`src/rtl/wide_add_sequencer.sv`:
```
`default_nettype none
`timescale 1ns/1ps
// ============================================================================
//  Module      : wide_add_sequencer
//  Description : Performs a 64-bit add with a single external 32-bit adder.
//                The low half goes through the adder first and the high half
//                second, with the carry between them registered. Each half is
//                held on the adder for SETTLE_CYCLES clocks before capture.
//  Revision    : 1.0 - initial release
// ============================================================================
module wide_add_sequencer #(
    parameter int SETTLE_CYCLES = 1
) (
    input  logic        clk,
    input  logic        rst,
    input  logic        in_valid,
    output logic        in_ready,
    input  logic [63:0] in_a,
    input  logic [63:0] in_b,
    input  logic        in_cin,
    output logic [31:0] add_a,
    output logic [31:0] add_b,
    output logic        add_cin,
    input  logic [31:0] add_sum,
    input  logic        add_cout,
    output logic        out_valid,
    input  logic        out_ready,
    output logic [63:0] out_sum,
    output logic        out_cout,
    output logic        out_ovf
);

    localparam logic [1:0] c_idle = 2'd0;
    localparam logic [1:0] c_lo   = 2'd1;
    localparam logic [1:0] c_hi   = 2'd2;
    localparam logic [1:0] c_done = 2'd3;

    // Counter value at which the current half's result is captured.
    localparam logic [3:0] c_settle_last = 4'(SETTLE_CYCLES - 1);

    logic [1:0]  r_state;
    logic [3:0]  r_cnt;
    logic [63:0] r_a;
    logic [63:0] r_b;
    logic        r_cin;
    logic        r_lo_cout;
    logic        w_settled;

    assign w_settled = (r_cnt == c_settle_last);

    // Requests are only taken while idle; no same-cycle turnaround from DONE.
    assign in_ready = (r_state == c_idle);

    // Sequencer: accept, settle/capture low half, settle/capture high half, hold result.
    always_ff @(posedge clk or posedge rst) begin
        if (rst) begin
            r_state   <= c_idle;
            r_cnt     <= 4'd0;
            r_a       <= 64'd0;
            r_b       <= 64'd0;
            r_cin     <= 1'b0;
            r_lo_cout <= 1'b0;
            out_sum   <= 64'd0;
            out_cout  <= 1'b0;
            out_ovf   <= 1'b0;
            out_valid <= 1'b0;
        end else begin
            case (r_state)
                c_idle: begin
                    if (in_valid) begin
                        r_a     <= in_a;
                        r_b     <= in_b;
                        r_cin   <= in_cin;
                        r_cnt   <= 4'd0;
                        r_state <= c_lo;
                    end
                end
                c_lo: begin
                    if (w_settled) begin
                        out_sum[31:0] <= add_sum;
                        r_lo_cout     <= add_cout;
                        r_cnt         <= 4'd0;
                        r_state       <= c_hi;
                    end else begin
                        r_cnt <= r_cnt + 4'd1;
                    end
                end
                c_hi: begin
                    if (w_settled) begin
                        out_sum[63:32] <= add_sum;
                        out_cout       <= add_cout;
                        // Same-sign operands producing an opposite-sign result.
                        out_ovf        <= (r_a[63] == r_b[63]) && (add_sum[31] != r_a[63]);
                        out_valid      <= 1'b1;
                        r_cnt          <= 4'd0;
                        r_state        <= c_done;
                    end else begin
                        r_cnt <= r_cnt + 4'd1;
                    end
                end
                c_done: begin
                    if (out_ready) begin
                        out_valid <= 1'b0;
                        r_state   <= c_idle;
                    end
                end
                default: r_state <= c_idle;
            endcase
        end
    end

    // Steer the selected operand half onto the external adder; quiet when not adding.
    always_comb begin
        add_a   = 32'd0;
        add_b   = 32'd0;
        add_cin = 1'b0;
        case (r_state)
            c_lo: begin
                add_a   = r_a[31:0];
                add_b   = r_b[31:0];
                add_cin = r_cin;
            end
            c_hi: begin
                add_a   = r_a[63:32];
                add_b   = r_b[63:32];
                add_cin = r_lo_cout;
            end
            default: begin
                add_a   = 32'd0;
                add_b   = 32'd0;
                add_cin = 1'b0;
            end
        endcase
    end

endmodule
`default_nettype wire

```
`config.mk`:
```
export PLATFORM = sky130hd
export DESIGN_NAME = wide_add_sequencer
export DESIGN_NICKNAME = d
export VERILOG_FILES = /design/src/rtl/wide_add_sequencer.sv
export SDC_FILE = /design/constraint.sdc
export NUM_CORES = 1
export LEC_CHECK = 0
export ABC_CLOCK_PERIOD_IN_PS = 10000
export BUFFER_PORTS_ARGS = -buffer_cell sky130_fd_sc_hd__buf_2
export CAP_MARGIN = 20
export CORE_ASPECT_RATIO = 0.75
export CORE_MARGIN = 1.5
export CORE_UTILIZATION = 55
export DETAILED_ROUTE_END_ITERATION = 10
export PLACE_DENSITY = 0.95
export SLEW_MARGIN = 10
export SYNTH_ARGS = -nofsm -noshare
export SYNTH_HDL_FRONTEND = slang
export SYNTH_SLANG_ARGS = --single-unit
```
`constraint.sdc`:
```
create_clock -name clk -period 10 [get_ports clk]
set_input_delay 1.5 -clock clk [delete_from_list [all_inputs] [get_ports clk]]
set_output_delay 1.5 -clock clk [all_outputs]
set_load 0.01 [all_outputs]
```
---- Word-level counts from Yosys, hierarchy flattened ----
Cells that the tools add are included.
operators by class
  $lt $le $gt $ge ......................... 0
  add/subtract/negate cells ............... 1
  multipliers ............................. 0
  shift operators ......................... 0
  multiplexer cells ....................... 14
  equality and inequality tests ........... 9
  reduce and logical (&&, ||, !) cells .... 12
  bitwise operators ....................... 0
  div/mod/pow operators ................... 0
operators by type and width
  cell                                           count
  case mux 32 bit (2 select lines)               2
  2-to-1 mux 2 bit                               4
  2-to-1 mux 4 bit                               2
  != test 2 bit, second input constant           4
  case mux 2 bit (4 select lines)                1
  case mux 4 bit (2 select lines)                1
  AND reduction 2 bit                            4
  adder 4 x 1 -> 4 bit, second input constant    1
  == test 2 bit, second input constant           2
  logical NOT 4 bit                              1
  case mux 1 bit (2 select lines)                2
  AND reduction 4 bit                            1
  nonzero test 2 bit                             2
  AND reduction 3 bit                            1
  == test 2 x 1 -> 1 bit, second input constant  1
  logical NOT 2 bit                              1
  2-to-1 mux 1 bit                               2
  OR reduction 2 bit                             1
  == test 1 bit                                  1
  logical AND 1 bit                              1
  != test 1 bit                                  1
storage, ports and cells
  input bits .............................. 166
  register bits ........................... 203
  logic and storage cells ................. 47
  ROM bits ................................ 0
  output and inout bits ................... 133
  RAM bits ................................ 0
  latch bits .............................. 0
  memories ................................ 0

---- Longest topological paths before layout ----
Gate-level depths: netlist of run 1.
  depth in word-level cells ............... 4
  mapped depth ............................ 7
  gate-level depth less buffers ........... 5

---- Worst setup path before layout of run 1 ----
OpenSTA, ideal clock, no wires.
  path type ............................... register to output
  start point ............................. register r_state[1]
  end point ............................... output port add_b[21]
  required time ........................... 8500 ps
  buffers on the path ..................... 2
  cell stages (with the launch flop) ...... 6
  arrival time ............................ 1492 ps
  path slack .............................. 7008 ps
  cells stage by stage .................... dfrtp_1 > inv_1 > ha_1 > clkbuf_1 > clkbuf_1 > nor2b_1
on the way
  cells in the longest elaborated chain, start to end .. 2
  elaborated cells between the ends (all ways) .. 3
  those cells by class .................... eq/ne (2); mux (1)
ends and longest elaborated chain
  item                                                     RTL line  text
  start, declared                                          41        logic [1:0] r_state;
  start signal, assigned                                   57        r_state <= c_idle;
  start signal, assigned                                   75        r_state <= c_lo;
  start signal, assigned                                   83        r_state <= c_hi;
  == test 2 bit or == test 2 x 1 -> 1 bit (tied branches)  117       case (r_state)
  case mux 32 bit (2 select lines) (*)                     117
  end, declared                                            22        output logic [31:0] add_b,
Mark *: on every way between the ends. The rest lies on a longest branch, timed or not.

---- Final worst setup path of run 1 ----
  start point ............................. register r_state[0]
  end point ............................... output port add_b[24]
The elaborated chain is that of the path after synthesis.

==> out/qor.txt, run 1 <==
Status -> finished, final reports clean
Min Tclk post-route -> 4.20 ns
FMAX -> 238 MHz
Power per cell area -> 353 nW/um^2
Hold_ws -> 0.482 ns
Worst IR Drop VDD -> 0.187 mV
Cell variety after synth -> 34
# H-tree levels -> 1
PortBufs -> 298
# fillers -> 1096
Post-CTS Setup Inserts -> 0
Drt pass-1 iters -> 4
Critical Path RT -> 8.50 ns
Slew Limit Headroom -> 36.0%
Number of synthesized flops with an enable pin -> 0
Vias in the first global route -> 6355
Area delta synth->final -> 24.7%
Setup_tns -> 0 ns
Setup crit end kind -> primary output
Starting Density -> 56.2%
Seq/Total Area, Yosys -> 56.7%
CTS Buffer Depth -> 3
Placed instance area -> 10500 sq um
Die area -> 17100 sq um
Synthesized net count -> 794
Leakage power -> 5.33 nW
Hold_buf cts -> 0
DRT iter0 DRCs -> 286
Rows -> 40
RSZ-0062 raised after global routing -> no
Setup crit start kind -> flop
Count of final setup violators -> 0
Overall power -> 0.00395 W
Total gr overflow -> 0
Post-cts resize count -> 0
Drt drc -> 0
Slowest cell on the critical path -> ha_2
Antenna Nets Post-Route -> 0
Core Box Area -> 16000 sq um
Post-route cell area -> 11200 sq um
Post-Route WL -> 21700 um
Slew Limit Fails -> 0
Number of max-cap violations -> 0
Die X -> 150 um
Largest net degree at the start of global routing -> 127
R2R Setup Slk -> 7.10 ns
GPL Wtd Cong -> 0.792
Final WS setup -> 5.80 ns
Ys async rst share -> 100%
Worst Hold Class -> reg -> reg
Vias -> 6075
Die H -> 114 um
CTS tree -> done
Most common cell after layout, fill and taps aside -> buf_2
Initial antenna violation count -> 1
All-layer global routing usage -> 25.1%
Synth Cell Area -> 8960 sq um
Fin crit share -> 42.0%
CP max FO -> 33
Global-route wire length before repair -> 33300 um
DR WL/cell -> 19.2 um
Syn Inst Count -> 621
IO Count -> 299
Yosys Warn Count -> 0
Clock-pin slew on the worst setup and hold paths -> 0.06 ns
Fin. Hold Viols -> 0
CP arrival -> 2.70 ns
Root buf cell -> clkbuf_16
Place WS -> 6.31 ns
Fin Clk Skew -> 0.00904 ns
Clock Latency Late Sink -> 0.49 ns
Slowest cell delay on critical path -> 0.68 ns
WS Path Type -> reg -> out
Worst path cell trace -> inv_1 -> ha_2 -> buf_4 -> a22oi_1 -> nor2b_1 -> buf_2
Total CTS buffers -> 20
Worst-Margin Slew -> 0.960 ns
Clock sink total -> 203
DP Wirelength -> 14900 um
Final-stage net count -> 1077
Post-synthesis area per instance -> 14.4 sq um
Number of synthesized register bits -> 203
Top_reg_cell synth -> dfrtp_1
DR vias/cell -> 5.38
Share of layout cells above drive strength 1 -> 43.7%
Most frequent cells in the layout -> buf_2, dfrtp_1, mux2_1
critical path, delay by kind of cell, from the launching register on:
kind | cells | cell delay, ns
AOI/OAI and AO/OA | 1 | 0.17
adders and majority gates | 1 | 0.68
buffers and inverters | 3 | 0.77
DFF | 1 | 0.40
and+or+nand+nor | 1 | 0.18
logic make-up after synthesis:
kind of cell,share of synthesized area (%)
buffers and inverters,3.87
and+or+nand+nor,6.02
muxes,26.2
adders and majority gates,0.977
DFF,56.7
AOI/OAI and AO/OA,6.27
worst paths after layout:
kind / startpoint / depth (start not counted) / end
max: r_state[0]$_DFFE_PP0P_ / 6 / add_b[24]
min: out_sum[49]$_DFFE_PP0P_ / 1 / out_sum[49]$_DFFE_PP0P_
max reg2reg: r_state[1]$_DFFE_PP0P_ / 5 / out_sum[31]$_DFFE_PP0P_
min reg2reg: out_sum[49]$_DFFE_PP0P_ / 1 / out_sum[49]$_DFFE_PP0P_
max in group asynchronous: rst / 3 / r_a[4]$_DFFE_PP0P_
min in group asynchronous: rst / 2 / r_a[9]$_DFFE_PP0P_
registers in the layout (all words and copies together) (netlist names), 2 cells and up:
name / cells
r_b: 64
r_a: 64
out_sum: 64
r_state: 2
r_cnt: 4
metrics by stage:
stage | utilization [%] | instances
after CTS | 69.9 | 1127
after global routing | 70.0 | 1129
after global placement | 65.6 | 1091
after floorplan | - | 621
after detailed placement | 65.6 | 1091
final | 70.0 | 1129
cell type report:
cell class / instances / area (sq um) / share of cell area (%)
flip-flops and latches: 203 / 5080 / 45.4
multi-input cells: 368 / 3570 / 31.9
repair buffers: 304 / 1560 / 13.9
clock buffers: 30 / 599 / 5.36
well taps: 210 / 263 / 2.35
clock inverters: 6 / 82.6 / 0.738
inverters: 7 / 33.8 / 0.302
diodes: 1 / 2.50 / 0.0224
Yosys cell counts (all sizes together), types with 2 or more instances:
| cell type | instances | share of area [%] |
|---|---|---|
| nor2 | 5 | 0.21 |
| ha | 7 | 0.98 |
| dfrtp | 203 | 57 |
| o21ai | 3 | 0.17 |
| nand2b | 2 | 0.14 |
| mux2i | 3 | 0.33 |
| nor3b | 3 | 0.31 |
| mux2 | 196 | 26 |
| inv | 7 | 0.29 |
| a22oi | 65 | 5.4 |
| buf | 33 | 3.2 |
| a21oi | 3 | 0.17 |
| clkbuf | 10 | 0.42 |
| nand2 | 3 | 0.15 |
| nor2b | 68 | 4.7 |
layer usage:
metal | global-route usage (%) | wire, um | part of all wire (%)
met1 | 31.0 | 8800 | 41
met2 | 43.2 | 10700 | 49
met3 | 7.08 | 1660 | 7.7
met4 | 6.93 | 541 | 2.5
met5 | 0 | 0 | 0
where the power goes:
group	switching (W)	internal [W]
registers	0.000238	0.00124
clock network	0.000306	0.000466
logic	0.000847	0.000849
(Power assumes the default switching activity.)
==> run 2, diff against run 1 <==
--- a/config.mk
+++ b/config.mk
@@ -5,14 +5,14 @@
 export SDC_FILE = /design/constraint.sdc
 export NUM_CORES = 1
 export LEC_CHECK = 0
-export ABC_CLOCK_PERIOD_IN_PS = 10000
+export ABC_CLOCK_PERIOD_IN_PS = 3850
 export BUFFER_PORTS_ARGS = -buffer_cell sky130_fd_sc_hd__buf_2
 export CAP_MARGIN = 20
 export CORE_ASPECT_RATIO = 0.75
 export CORE_MARGIN = 1.5
-export CORE_UTILIZATION = 55
+export CORE_UTILIZATION = 46
 export DETAILED_ROUTE_END_ITERATION = 10
-export PLACE_DENSITY = 0.95
+export PLACE_DENSITY = 0.87
 export SLEW_MARGIN = 10
 export SYNTH_ARGS = -nofsm -noshare
 export SYNTH_HDL_FRONTEND = slang
==> constraint.sdc (replaced) <==
create_clock -name clk -period 3.85 [get_ports clk]
set_input_delay 0.5775 -clock clk [delete_from_list [all_inputs] [get_ports clk]]
set_output_delay 0.5775 -clock clk [all_outputs]
set_load 0.01 [all_outputs]
==> run 2 against run 1 <==
Compared with the run above:
- core utilization is 11 points lower
- sequential share of layout area is 0.49 points lower
- via count is 0.99% lower
- largest cell class unchanged
- highest routed layer is now met5
==> out/qor.txt, run 2 (synthesis gave the netlist of run 1 again) <==
Status -> finished, final reports clean
Combinational Power Share -> 42.7% (-0.3 points)
Worst Hold Class -> in -> reg
Sw frac -> 34.7% (-0.51 points)
Internal -> 0.00668 W (+160%)
# fillers -> 1520 (+39%)
Die X -> 164 um (+9.2%)
Largest net degree at the start of global routing -> 130 (+2.4%)
Setup_tns -> 0 ns (unchanged)
Fin crit share -> 78.4%
CTS Buffer Depth -> 3 (unchanged)
CP max FO -> 34 (+3.0%)
Drt pass-1 iters -> 4 (unchanged)
Setup crit start kind -> flop
Core Box Area -> 19200 sq um (+20%)
Worst-Margin Slew -> 1.01 ns (+0.0532 ns)
GPL Wtd Cong -> 0.761 (-4.0%)
Area occupied by multi-input gates -> 3570 sq um (+0.25%)
Global-route wire length before repair -> 32200 um (-3.2%)
Clock-pin slew on the worst setup and hold paths -> 0.06 ns (about the same)
Clk network pwr share -> 19.9% (+0.3 points)
Leakage power -> 5.35 nW (+0.28%)
# H-tree levels -> 1 (unchanged)
Slew Limit Headroom -> 32.5% (-3.5 points)
Fin Clk Skew -> 0.00654 ns (-0.00249 ns)
DRT iter0 DRCs -> 328 (+15%)
Starting Density -> 46.7% (-9.5 points)
DP Wirelength -> 14700 um (-0.88%)
Overall power -> 0.0102 W (+160%)
Registers with the most flip-flops -> out_sum: 64 flops, r_a: 64 flops, r_b: 64 flops
Critical Path RT -> 3.27 ns (-5.23 ns)
Top sig layer -> met5
RSZ-0062 raised after global routing -> no
Post-Route WL -> 21200 um (-2.3%)
PortBufs -> 298 (unchanged)
Min Tclk post-route -> 3.02 ns
Worst IR Drop VDD -> 0.536 mV (+190%)
Hold_buf cts -> 1 (+1)
DR vias/cell -> 5.12 (-4.8%)
Routed met2 length -> 10400 um (-2.6%)
Clock Latency Late Sink -> 0.48 ns (about the same)
Reg power frac -> 37.3% (-0.2 points)
Drt drc -> 0 (unchanged)
Total CTS buffers -> 21 (+5.0%)
Number of max-cap violations -> 0 (unchanged)
Clock sink total -> 203 (unchanged)
Slew Limit Fails -> 0 (unchanged)
Die H -> 124 um (+9.1%)
Root buf cell -> clkbuf_16
Most common cell after layout, fill and taps aside -> buf_2
Rows -> 44 (+10%)
CP arrival -> 2.44 ns (-0.26 ns)
Wire length on met3 -> 1700 um (+2.4%)
DR WL/cell -> 18.0 um (-6.1%)
Power per cell area -> 906 nW/um^2 (+160%)
Post-cts resize count -> 0 (unchanged)
Final-stage net count -> 1080 (+0.28%)
Fin. Hold Viols -> 0 (unchanged)
Vias -> 6015 (-0.99%)
FMAX -> 331 MHz
Most frequent cells in the layout -> buf_2, dfrtp_1, mux2_1
IO Count -> 299 (unchanged)
Initial antenna violation count -> 1 (unchanged)
CTS tree -> done
Area delta synth->final -> 26.1%
Vias in the first global route -> 6176 (-2.8%)
ANT cells -> 0 (-1)
Share of layout cells above drive strength 1 -> 43.8% (+0.075 points)
Antenna Nets Post-Route -> 0 (unchanged)
WS Path Type -> reg -> out
Reg area -> 5080 sq um (unchanged)
Total gr overflow -> 0 (unchanged)
Die area -> 20300 sq um (+19%)
Count of final setup violators -> 0 (unchanged)
Sw Pwr -> 0.00356 W (+160%)
M1 WL -> 8800 um (unchanged)
Setup crit end kind -> primary output
Post-CTS Setup Inserts -> 0 (unchanged)
All-layer global routing usage -> 20.2% (-4.9 points)
[run 2: cell count changes in the layout (fill, tap and decap cells not counted)]
cell and change:
diode_2 -1, clkinv_4 +1, buf_16 -1, nand2_4 -1, clkinvlp_4 +1, buf_4 -2
inv_8 -1, nand2_8 +1, clkinv_2 -1, dlygate4sd3_1 +1, clkbuf_8 +1, buf_12 +4
[run 2: worst paths after layout]
check	endpoint	from	slack, ns	depth (start not counted)
worst max-delay path	add_a[22]	r_state[0]$_DFFE_PP0P_	0.83	6
worst min-delay path	r_b[32]$_DFFE_PP0P_	in_b[32]	0.30	2
worst min register to register	out_sum[49]$_DFFE_PP0P_	out_sum[49]$_DFFE_PP0P_	0.48	1
worst max register to register	out_sum[30]$_DFFE_PP0P_	r_state[1]$_DFFE_PP0P_	1.38	4
min in group asynchronous	out_sum[18]$_DFFE_PP0P_	rst	0.55	3
max in group asynchronous	out_sum[4]$_DFFE_PP0P_	rst	2.41	4
[run 2: cell type report]
class / instances / area share [%]
multi-input combinational: 368 / 31.6
tap: 253 / 2.80
timing repair buffer: 306 / 14.2
inverter: 7 / 0.266
sequential: 203 / 44.9
clock inverter: 6 / 0.764
clock buffer: 31 / 5.42
[run 2: critical path, stage by stage (launching register included)]
cell and delay, ns:
dfrtp_1 0.40, inv_1 0.13, ha_2 0.68, buf_12 0.29, a22oi_1 0.13, nor2b_1 0.15, buf_2 0.15
[run 2: routing by layer]
layer  track usage (%)  vias to the layer above
li1                  -                     2785
met1              24.8                     2987
met2              35.4                      219
met3              6.13                       22
met4              3.98                        2
met5                 0                        -
[run 2: per-stage QoR]
| stage | util (%) | worst slack (ns) | hold WS, ns | cells | cell area [sq um] |
|---|---|---|---|---|---|
| 2_1_floorplan | - | 0.642 | 0.465 | 621 | 8970 |
| 5_1_grt | 58.8 | 0.682 | 0.284 | 1174 | 11300 |
| 4_1_cts | 58.8 | 0.807 | 0.280 | 1174 | 11300 |
| 3_3_place_gp | 55.1 | 1.36 | 0.461 | 1136 | 10600 |
| 3_5_place_dp | 55.1 | 1.34 | 0.469 | 1136 | 10600 |
| 6_report | 58.8 | 0.832 | 0.301 | 1174 | 11300 |
[run 2: power by group through the flow]
stage | clock, W | combinational, W | sequential, W
finish | 0.00204 | 0.00438 | 0.00382
detailed placement | 0 | 0.00442 | 0.00385
CTS | 0.00209 | 0.00444 | 0.00382
global route | 0.00218 | 0.00478 | 0.00394
global placement | 0 | 0.00431 | 0.00377
floorplan | 0 | 0.00293 | 0.00386
